[src/rtl/ps2_keymatrix.sv]
// PS/2 keyboard to row/column key matrix: decodes scancode frames into a held-key matrix read by active-low row select.
// Latency: frame reported 1 cycle after its last bit shifts in; matrix, resetk and tapek update 1 cycle after that.
// Backpressure: none; sc_valid/perr are single-cycle strobes that are never held off by the consumer.
//
// Ports:
//   clk, rst          system clock, synchronous active-high reset
//   kclk, kdat        raw asynchronous PS/2 clock and data lines
//   a                 row select, active-low; several rows may be selected at once
//   row               column data, active-low, AND of every selected row
//   resetk, tapek     levels that are high while ESC / F1 are held
//   sc_valid, sc_data strobe plus scancode byte of the last good frame
//   perr              strobe for a frame with bad parity or a missing stop bit
module ps2_keymatrix #(
  parameter int NROWS     = 8,
  parameter int NCOLS     = 5,
  parameter int TOUT_BITS = 12
) (
  input  logic             clk,
  input  logic             rst,
  input  logic             kclk,
  input  logic             kdat,
  input  logic [NROWS-1:0] a,
  output logic [NCOLS-1:0] row,
  output logic             resetk,
  output logic             tapek,
  output logic             sc_valid,
  output logic [7:0]       sc_data,
  output logic             perr
);

  localparam logic [1:0] ST_IDLE    = 2'd0;
  localparam logic [1:0] ST_EXT     = 2'd1;
  localparam logic [1:0] ST_REL     = 2'd2;
  localparam logic [1:0] ST_EXT_REL = 2'd3;

  // The map only defines five columns; wider parameters leave extra columns idle.
  localparam int NC = (NCOLS < 5) ? NCOLS : 5;

  // Compound-key flag positions in comp_q.
  localparam int C_UP    = 0;
  localparam int C_DOWN  = 1;
  localparam int C_LEFT  = 2;
  localparam int C_RIGHT = 3;
  localparam int C_BKSP  = 4;

  // Returns {hit, row[2:0], col[2:0]} for a scancode.
  function automatic logic [6:0] key_map(input logic ext, input logic [7:0] code);
    logic [6:0] m;
    m = 7'd0;
    if (ext) begin
      case (code)
        8'h14:   m = {1'b1, 3'd7, 3'd1};
        8'h5A:   m = {1'b1, 3'd6, 3'd0};
        default: m = 7'd0;
      endcase
    end else begin
      case (code)
        8'h12, 8'h59: m = {1'b1, 3'd0, 3'd0};
        8'h1A: m = {1'b1, 3'd0, 3'd1};
        8'h22: m = {1'b1, 3'd0, 3'd2};
        8'h21: m = {1'b1, 3'd0, 3'd3};
        8'h2A: m = {1'b1, 3'd0, 3'd4};
        8'h1C: m = {1'b1, 3'd1, 3'd0};
        8'h1B: m = {1'b1, 3'd1, 3'd1};
        8'h23: m = {1'b1, 3'd1, 3'd2};
        8'h2B: m = {1'b1, 3'd1, 3'd3};
        8'h34: m = {1'b1, 3'd1, 3'd4};
        8'h15: m = {1'b1, 3'd2, 3'd0};
        8'h1D: m = {1'b1, 3'd2, 3'd1};
        8'h24: m = {1'b1, 3'd2, 3'd2};
        8'h2D: m = {1'b1, 3'd2, 3'd3};
        8'h2C: m = {1'b1, 3'd2, 3'd4};
        8'h16: m = {1'b1, 3'd3, 3'd0};
        8'h1E: m = {1'b1, 3'd3, 3'd1};
        8'h26: m = {1'b1, 3'd3, 3'd2};
        8'h25: m = {1'b1, 3'd3, 3'd3};
        8'h2E: m = {1'b1, 3'd3, 3'd4};
        8'h45: m = {1'b1, 3'd4, 3'd0};
        8'h46: m = {1'b1, 3'd4, 3'd1};
        8'h3E: m = {1'b1, 3'd4, 3'd2};
        8'h3D: m = {1'b1, 3'd4, 3'd3};
        8'h36: m = {1'b1, 3'd4, 3'd4};
        8'h4D: m = {1'b1, 3'd5, 3'd0};
        8'h44: m = {1'b1, 3'd5, 3'd1};
        8'h43: m = {1'b1, 3'd5, 3'd2};
        8'h3C: m = {1'b1, 3'd5, 3'd3};
        8'h35: m = {1'b1, 3'd5, 3'd4};
        8'h5A: m = {1'b1, 3'd6, 3'd0};
        8'h4B: m = {1'b1, 3'd6, 3'd1};
        8'h42: m = {1'b1, 3'd6, 3'd2};
        8'h3B: m = {1'b1, 3'd6, 3'd3};
        8'h33: m = {1'b1, 3'd6, 3'd4};
        8'h29: m = {1'b1, 3'd7, 3'd0};
        8'h14: m = {1'b1, 3'd7, 3'd1};
        8'h3A: m = {1'b1, 3'd7, 3'd2};
        8'h31: m = {1'b1, 3'd7, 3'd3};
        8'h32: m = {1'b1, 3'd7, 3'd4};
        default: m = 7'd0;
      endcase
    end
    return m;
  endfunction

  // Line synchronizers and frame receiver state.
  logic                 kclk_meta_q, kclk_sync_q, kclk_old_q;
  logic                 kdat_meta_q, kdat_sync_q;
  logic [10:0]          sr_q, sr_d;
  logic [TOUT_BITS-1:0] tout_q, tout_d;
  logic                 sc_valid_q, sc_valid_d;
  logic                 perr_q, perr_d;
  logic [7:0]           sc_data_q, sc_data_d;

  // Decoder and key state.
  logic [1:0]           state_q, state_d;
  logic [7:0][4:0]      phys_q, phys_d;
  logic [4:0]           comp_q, comp_d;
  logic                 resetk_q, resetk_d;
  logic                 tapek_q, tapek_d;

  logic fall, frame_done, frame_ok, tout_max;

  assign fall       = kclk_old_q & ~kclk_sync_q;
  // The shift register starts as all ones, so the start bit is the first 0 to reach bit 0.
  assign frame_done = ~sr_q[0];
  assign frame_ok   = frame_done & sr_q[10] & (^sr_q[9:1]);
  assign tout_max   = &tout_q;

  always_comb begin
    sr_d = sr_q;
    if (fall) begin
      // A falling edge in the completion cycle starts the next frame on a fresh register.
      sr_d = {kdat_sync_q, (frame_done ? 10'h3FF : sr_q[10:1])};
    end else if (frame_done || tout_max) begin
      sr_d = '1;
    end
    tout_d     = fall ? '0 : tout_q + 1'b1;
    sc_valid_d = frame_ok;
    perr_d     = frame_done & ~frame_ok;
    sc_data_d  = frame_ok ? sr_q[8:1] : sc_data_q;
  end

  // Prefix tracking: decides whether the current byte is a prefix, a global release or a key event.
  logic ev, ev_ext, ev_rel, clr_all;

  always_comb begin
    state_d = state_q;
    ev      = 1'b0;
    ev_ext  = 1'b0;
    ev_rel  = 1'b0;
    clr_all = 1'b0;
    if (perr_q) begin
      state_d = ST_IDLE;
    end else if (sc_valid_q) begin
      case (state_q)
        ST_IDLE: begin
          if (sc_data_q == 8'hE0) begin
            state_d = ST_EXT;
          end else if (sc_data_q == 8'hF0) begin
            state_d = ST_REL;
          end else if (sc_data_q == 8'hAA || sc_data_q == 8'hFC ||
                       sc_data_q == 8'h00 || sc_data_q == 8'hFF) begin
            clr_all = 1'b1;
          end else begin
            ev = 1'b1;
          end
        end
        ST_EXT: begin
          if (sc_data_q == 8'hF0) begin
            state_d = ST_EXT_REL;
          end else begin
            ev      = 1'b1;
            ev_ext  = 1'b1;
            state_d = ST_IDLE;
          end
        end
        ST_REL: begin
          ev      = 1'b1;
          ev_rel  = 1'b1;
          state_d = ST_IDLE;
        end
        default: begin
          ev      = 1'b1;
          ev_ext  = 1'b1;
          ev_rel  = 1'b1;
          state_d = ST_IDLE;
        end
      endcase
    end
  end

  logic [6:0] km;
  logic [2:0] km_r, km_c;

  assign km   = key_map(ev_ext, sc_data_q);
  assign km_r = km[5:3];
  assign km_c = km[2:0];

  always_comb begin
    phys_d   = phys_q;
    comp_d   = comp_q;
    resetk_d = resetk_q;
    tapek_d  = tapek_q;
    if (clr_all) begin
      phys_d   = '0;
      comp_d   = '0;
      resetk_d = 1'b0;
      tapek_d  = 1'b0;
    end else if (ev) begin
      // Keys outside the configured matrix are dropped rather than aliased.
      if (km[6] && ({1'b0, km_r} < 4'(NROWS)) && ({1'b0, km_c} < 4'(NC))) begin
        phys_d[km_r][km_c] = ~ev_rel;
      end
      if (ev_ext) begin
        case (sc_data_q)
          8'h75:   comp_d[C_UP]    = ~ev_rel;
          8'h72:   comp_d[C_DOWN]  = ~ev_rel;
          8'h6B:   comp_d[C_LEFT]  = ~ev_rel;
          8'h74:   comp_d[C_RIGHT] = ~ev_rel;
          default: ;
        endcase
      end else begin
        case (sc_data_q)
          8'h66:   comp_d[C_BKSP] = ~ev_rel;
          8'h76:   resetk_d       = ~ev_rel;
          8'h05:   tapek_d        = ~ev_rel;
          default: ;
        endcase
      end
    end
  end

  // Effective matrix: compound flags are OR-ed in, so releasing an arrow never
  // clears a physically held CAPS SHIFT or digit.
  logic [7:0][4:0] eff;

  always_comb begin
    eff = phys_q;
    if (|comp_q)         eff[0][0] = 1'b1;  // CAPS SHIFT
    if (comp_q[C_UP])    eff[4][3] = 1'b1;  // 7
    if (comp_q[C_DOWN])  eff[4][4] = 1'b1;  // 6
    if (comp_q[C_LEFT])  eff[3][4] = 1'b1;  // 5
    if (comp_q[C_RIGHT]) eff[4][2] = 1'b1;  // 8
    if (comp_q[C_BKSP])  eff[4][0] = 1'b1;  // 0
  end

  always_comb begin
    row = '1;
    for (int r = 0; r < NROWS; r++) begin
      if (!a[r]) begin
        for (int c = 0; c < NC; c++) begin
          if (eff[r][c]) row[c] = 1'b0;
        end
      end
    end
  end

  always_ff @(posedge clk) begin
    if (rst) begin
      kclk_meta_q <= 1'b1;
      kclk_sync_q <= 1'b1;
      kclk_old_q  <= 1'b1;
      kdat_meta_q <= 1'b1;
      kdat_sync_q <= 1'b1;
      sr_q        <= '1;
      tout_q      <= '0;
      sc_valid_q  <= 1'b0;
      perr_q      <= 1'b0;
      sc_data_q   <= 8'h00;
      state_q     <= ST_IDLE;
      phys_q      <= '0;
      comp_q      <= '0;
      resetk_q    <= 1'b0;
      tapek_q     <= 1'b0;
    end else begin
      kclk_meta_q <= kclk;
      kclk_sync_q <= kclk_meta_q;
      kclk_old_q  <= kclk_sync_q;
      kdat_meta_q <= kdat;
      kdat_sync_q <= kdat_meta_q;
      sr_q        <= sr_d;
      tout_q      <= tout_d;
      sc_valid_q  <= sc_valid_d;
      perr_q      <= perr_d;
      sc_data_q   <= sc_data_d;
      state_q     <= state_d;
      phys_q      <= phys_d;
      comp_q      <= comp_d;
      resetk_q    <= resetk_d;
      tapek_q     <= tapek_d;
    end
  end

  assign resetk   = resetk_q;
  assign tapek    = tapek_q;
  assign sc_valid = sc_valid_q;
  assign sc_data  = sc_data_q;
  assign perr     = perr_q;

endmodule

[config.mk]
export PLATFORM = sky130hd
export DESIGN_NAME = ps2_keymatrix
export DESIGN_NICKNAME = d
export VERILOG_FILES = /design/src/rtl/ps2_keymatrix.sv
export SDC_FILE = /design/constraint.sdc
export NUM_CORES = 1
export LEC_CHECK = 0
export CAP_MARGIN = 20
export CORE_UTILIZATION = 25
export DETAILED_ROUTE_END_ITERATION = 7
export GPL_TIMING_DRIVEN = 0
export PLACE_DENSITY_LB_ADDON = 0.25
export SLEW_MARGIN = 20
export SYNTH_ARGS = -nofsm -noshare
export SYNTH_HDL_FRONTEND = slang
export SYNTH_SLANG_ARGS = --single-unit
[constraint.sdc]
create_clock -name clk -period 9.9 [get_ports clk]
set_input_delay 2.97 -clock clk [delete_from_list [all_inputs] [get_ports clk]]
set_output_delay 2.97 -clock clk [all_outputs]
set_load 0.02 [all_outputs]
---- After elaboration in Yosys (flattened, before gate mapping) ----
Memory sizes are Yosys's and may differ from the RTL's. A register that Yosys moved wholly into a read port is not among the register bits.
Cells that the tools add are included.
storage, ports and cells
  ROM bits ................................ 896
  memories kept ........................... 1
  output and inout bits ................... 17
  word-level logic and storage cells ...... 176
  bits of input ports ..................... 12
  register bits after elaboration ......... 87
cells by class
  equality and inequality tests ........... 17
  $add $sub $neg .......................... 1
  $lt $le $gt $ge ......................... 5
  bitwise logic cells ..................... 9
  reduce and logical (&&, ||, !) cells .... 27
  muxes and demuxes ....................... 90
memory list
  name             depth  bits a word  rd ports  clocked after Yosys merged registers in  wr ports  RTL line  source
  (no name shown)  128    7            1         1                                        0         57        case (code)
operators by type and width
  kind                                                                   number
  1-bit two-way mux                                                      64
  8-bit by 7-bit == test with 1-bit output, second input constant        7
  5-bit two-way mux                                                      9
  40-bit bitwise mux                                                     1
  8-bit == test, second input constant                                   5
  7-bit two-way mux                                                      4
  11-bit two-way mux                                                     2
  3-bit AND reduction                                                    7
  5-bit demux with 3-bit select                                          1
  7-bit case mux with 2 select lines                                     1
  12-bit by 1-bit adder with 12-bit output, second input constant        1
  12-bit AND reduction                                                   1
  10-bit two-way mux                                                     1
  2-bit OR reduction                                                     5
  9-bit XOR reduction                                                    1
  8-bit by 3-bit == test with 1-bit output, second input constant        1
  8-bit by 5-bit == test with 1-bit output, second input constant        1
  8-bit zero test                                                        1
  3-bit by 4-bit < comparator with 1-bit output, second input constant   2
  3-bit by 1-bit >= comparator with 1-bit output, second input constant  2
  2-bit two-way mux                                                      3
  1-bit inverter                                                         5
  5-bit OR reduction                                                     1
  1-bit AND                                                              4
  12 further kinds                                                       19

---- Longest topological paths before layout ----
Gate-level depths: netlist of the first run.
  depth in word-level cells ............... 18
  depth in mapped cells ................... 13
  mapped depth without buffers ............ 12

---- Worst setup path after synthesis of the first run ----
OpenSTA, ideal clock, no wires.
  path kind ............................... input -> output
  start ................................... input port a[0]
  end ..................................... output port row[1]
  data required time ...................... 6.930 ns
  arrival ................................. 3.829 ns
  path buffers ............................ 0
  stages .................................. 4
  setup slack ............................. 3.101 ns
  cell sequence ........................... inv_1 > a22oi_1 > o221ai_1 > nor3_1
on the way
  word-level cells in the longest chain between the ends .. 15
RTL lines
  element                RTL line  source
  start, declared        22        input logic [NROWS-1:0] a,
  5-bit two-way mux (*)  249       if (!a[r]) begin
  1-bit two-way mux      251       if (eff[r][c]) row[c] = 1'b0;
  5-bit two-way mux (*)  249
  1-bit two-way mux      251
  5-bit two-way mux (*)  249
  1-bit two-way mux      251
  5-bit two-way mux (*)  249
  1-bit two-way mux      251
  5-bit two-way mux (*)  249
  1-bit two-way mux      251
  5-bit two-way mux (*)  249
  1-bit two-way mux      251
  5-bit two-way mux (*)  249
  1-bit two-way mux      251
  5-bit two-way mux (*)  249
  end, declared          23        output logic [NCOLS-1:0] row,
Mark *: on every way between the ends. The rest lies on a longest branch, timed or not.

---- Worst setup path after layout of the first run ----
  start ................................... input port a[0]
  end ..................................... output port row[3]
Same word-level chain as after synthesis.

==> results.yml, run 1 <==
status:
  status: "completed"
power:
  finalPower_uw: 769
  cellLeakagePower_nw: 2.16
  pwr-share-seq_pct: 49.5
  p_sw_share_pct: 23.7
  p_per_area_nw_per_um2: 126
  pwr-share-clk_pct: 47.5
  p_int_uw: 587
  p_sw_uw: 182
  p_comb_share_pct: 2.9
  peakVddDrop_mv: 0.0928
flow_run:
  cap_violations: 0
min_path:
  hold_class: "reg -> reg"
  min_from: "kdat_meta_q"
  hold_path_depth: 1
  hold_end: "kdat_sync_q"
yosys:
  synth_edf_count: 0
  synth_area_per_cell_um2: 8.09
  seq_area_frac_synth_pct: 36.4
  synth_top_cell_area_share_pct: 36.4
  yosys-top-cells-count: "dfxtp_1, nor2_1, nand2_1"
  synthCells: 639
  syn_area_um2: 5170
  ys_types: 70
  synth.area.top_cells: "dfxtp_1, mux2i_1, nor2_1"
  ys_warn_count: 0
  yosysMostFrequentCell: "dfxtp_1"
  synth_area_leader_cell: "dfxtp_1"
  syn_nets: 657
  yosys_most_used_dff: "dfxtp_1"
  synthArstFlopShare_pct: 0
  ys_ff_latch: 94
global_routing:
  grt_max_degree: 18
  grt_busiest_layer: "met2"
  grt_usage_pct: 15.1
  use_met2_pct: 23.1
  antenna_found_initial: 0
  grt_pass1_wl_mm: 25.3
  met1_usage_pct: 20.6
  use_met3_pct: 3.20
  first_global_vias: 4624
  gr-total-overflow: 0
clocking:
  root_buffer: "clkbuf_16"
  post-cts-setup-buffer-count: 0
  clock-sinks: 94
  cts_hold_buffers: 0
  cts_tree: "yes"
  numCtsBuffers: 9
  clockBufferDepth: 2
  clk_latency_ns: 0.36
  cts_resized: 0
  cts_max_level: 3
  path_clk_slew_ns: 0.07
sta:
  fmax_mhz: 126
  slew_headroom_pct: 28.4
  skew_ns: 0.00971
  finalHoldViolCount: 0
  tightest_slew_ns: 1.07
  rsz0062_at_grt: "false"
  drv_slew: 0
  setup_violations: 0
  fin_crit_ns: 7.91
  fin_crit_sh_pct: 79.9
  setup_tns_ns: 0
finish:
  diodes: 0
  syn_to_final_growth_pct: 18.4
  drive_gt1_share_pct: 8.21
  final_area_um2: 6120
  multi_input_area_um2: 3020
  stdcell_count: 952
  nNetsFinal: 695
  n_fill_cell: 2183
  seqCellArea_um2: 1880
route:
  routed_wl_mm: 15.5
  drc: 0
  routedWlPerCell_um: 16.3
  drt-pass1-iter-count: 6
  drtIter0Drc: 328
  via_per_inst: 5.09
  ant_nets: 0
  vias: 4846
placement:
  placed_cells: 936
  hpwl_mm: 11.2
  gp_congestion: 0.850
  portBuffers: 27
  place_area_um2: 5780
critical_path:
  crit_required_ns: 6.93
  path_class: "in -> out"
  cp-end-kind: "output port"
  r2r_slack_ns: 6.27
  arrival_ns: 4.94
  ff2ff_path_depth: 12
  startpoint_type: "input pin"
  rr_startpoint: "sr_q[4]"
  worstPathMaxFanout: 4
floorplan:
  core-area_um2: 20200
  fp.dieH_um: 146
  rows: 52
  pin_count: 29
  initial_core_util_pct: 25.5
  die_x_um: 146
  dieArea_um2: 21300
-- registers in the layout, summed over array words and instances, names as in the netlist, named ones only --
signal / cells
eff: 34
tout_q: 12
sr_q: 11
sc_data: 8
phys_q: 6
comp_q: 5
state_q: 2
kclk_meta_q: 1
kclk_old_q: 1
kclk_sync_q: 1
kdat_meta_q: 1
kdat_sync_q: 1
perr: 1
resetk: 1
sc_valid: 1
tapek: 1
-- cell usage in the layout (no fill, tap or decap), drive strengths merged, types with 7 or more instances in the layout --
cell / netlist / routed
xnor2: 7 / 7
o22ai: 13 / 13
or2: 9 / 9
nor4: 11 / 11
buf: 11 / 11
a211oi: 9 / 9
a21oi: 27 / 27
nor2b: 11 / 11
clkdlybuf4s50: 0 / 27
a31oi: 14 / 14
dfxtp: 94 / 94
clkbuf: 27 / 36
nand3: 35 / 35
nor2: 86 / 86
and3: 8 / 8
nand2: 49 / 49
o21ai: 9 / 9
nand2b: 10 / 10
xor2: 8 / 8
nor3: 31 / 31
inv: 35 / 38
mux2i: 39 / 39
-- final cells by class --
| class | count | share of cell area (%) |
|---|---|---|
| Buffer | 38 | 2.72 |
| Clock buffer | 9 | 3.68 |
| Clock inverter | 7 | 1.31 |
| Inverter | 36 | 2.21 |
| Multi-Input combinational cell | 471 | 49.4 |
| Sequential cell | 94 | 30.7 |
| Tap cell | 270 | 5.52 |
| Timing Repair Buffer | 27 | 4.42 |
-- critical path, cell delays in order --
cell	delay, ns
clkdlybuf4s50_1	0.54
inv_1	0.16
a22o_1	0.25
a221oi_1	0.22
o211a_1	0.20
clkdlybuf4s50_1	0.60
-- routing by layer --
metal	share of wire, %	wire, um
met4	2.2	348
met5	0	0
met3	6.0	927
met2	44	6890
met1	47	7320
-- power by group through the flow --
stage	Sequential [mW]	Clock (mW)	Combinational (mW)
2_1_floorplan	0.389	0	0.0117
3_3_place_gp	0.390	0	0.0228
3_5_place_dp	0.390	0	0.0224
4_1_cts	0.381	0.377	0.0226
5_1_grt	0.381	0.391	0.0249
6_report	0.381	0.366	0.0224
-- how the worst max path moves through the flow --
| stage | from | to | depth (start not counted) |
|---|---|---|---|
| after floorplan | a[0] | row[1] | 4 |
| after global placement | a[0] | row[3] | 6 |
| after detailed placement | a[0] | row[3] | 6 |
| after CTS | a[0] | row[3] | 6 |
| after global routing | a[0] | row[3] | 6 |
| final | a[0] | row[3] | 6 |
-- kinds of logic after synthesis --
family                     share of synthesized area [%]
buffers and inverters                               5.83
and+or+nand+nor                                     26.6
xor gates and xnor gates                            3.41
adders and majority gates                           1.45
muxes                                               9.08
DFF                                                 36.4
AOI/OAI and AO/OA                                   17.2
-- per-stage QoR --
stage	hold slack, ns	worst slack, ns	util (%)
floorplan	0.389	3.10	-
global placement	0.396	2.00	28.5
detailed placement	0.399	1.99	28.6
CTS	0.416	1.99	30.1
global route	0.431	1.91	30.2
finish	0.412	1.99	30.2
Note: power is estimated with default switching activity, not from simulation.
==> inputs of run 2 (changes only) <==
Clock period 9.9 ns to 7.99 ns, I/O delays scaled along.
==> results of run 2 <==
Same layout as run 1 (identical final DEF). Status: completed.
Main changes from that run: setup slack after placement 1.99 ns -> 1.23 ns; setup slack after layout 1.99 ns -> 1.23 ns; register-to-register setup slack 6.27 ns -> 4.36 ns; total power 0.769 mW -> 0.953 mW; worst IR drop on VDD 0.0928 mV -> 0.115 mV
==> inputs of run 3 (changes only) <==
Clock period 7.99 ns to 6.87 ns, I/O delays scaled along.
==> results of run 3 <==
Same layout as run 1 (identical final DEF). Status: completed.
Main changes from that run: setup slack after placement 1.99 ns -> 0.782 ns; setup slack after layout 1.99 ns -> 0.778 ns; register-to-register setup slack 6.27 ns -> 3.24 ns; total power 0.769 mW -> 1.11 mW; worst IR drop on VDD 0.0928 mV -> 0.134 mV
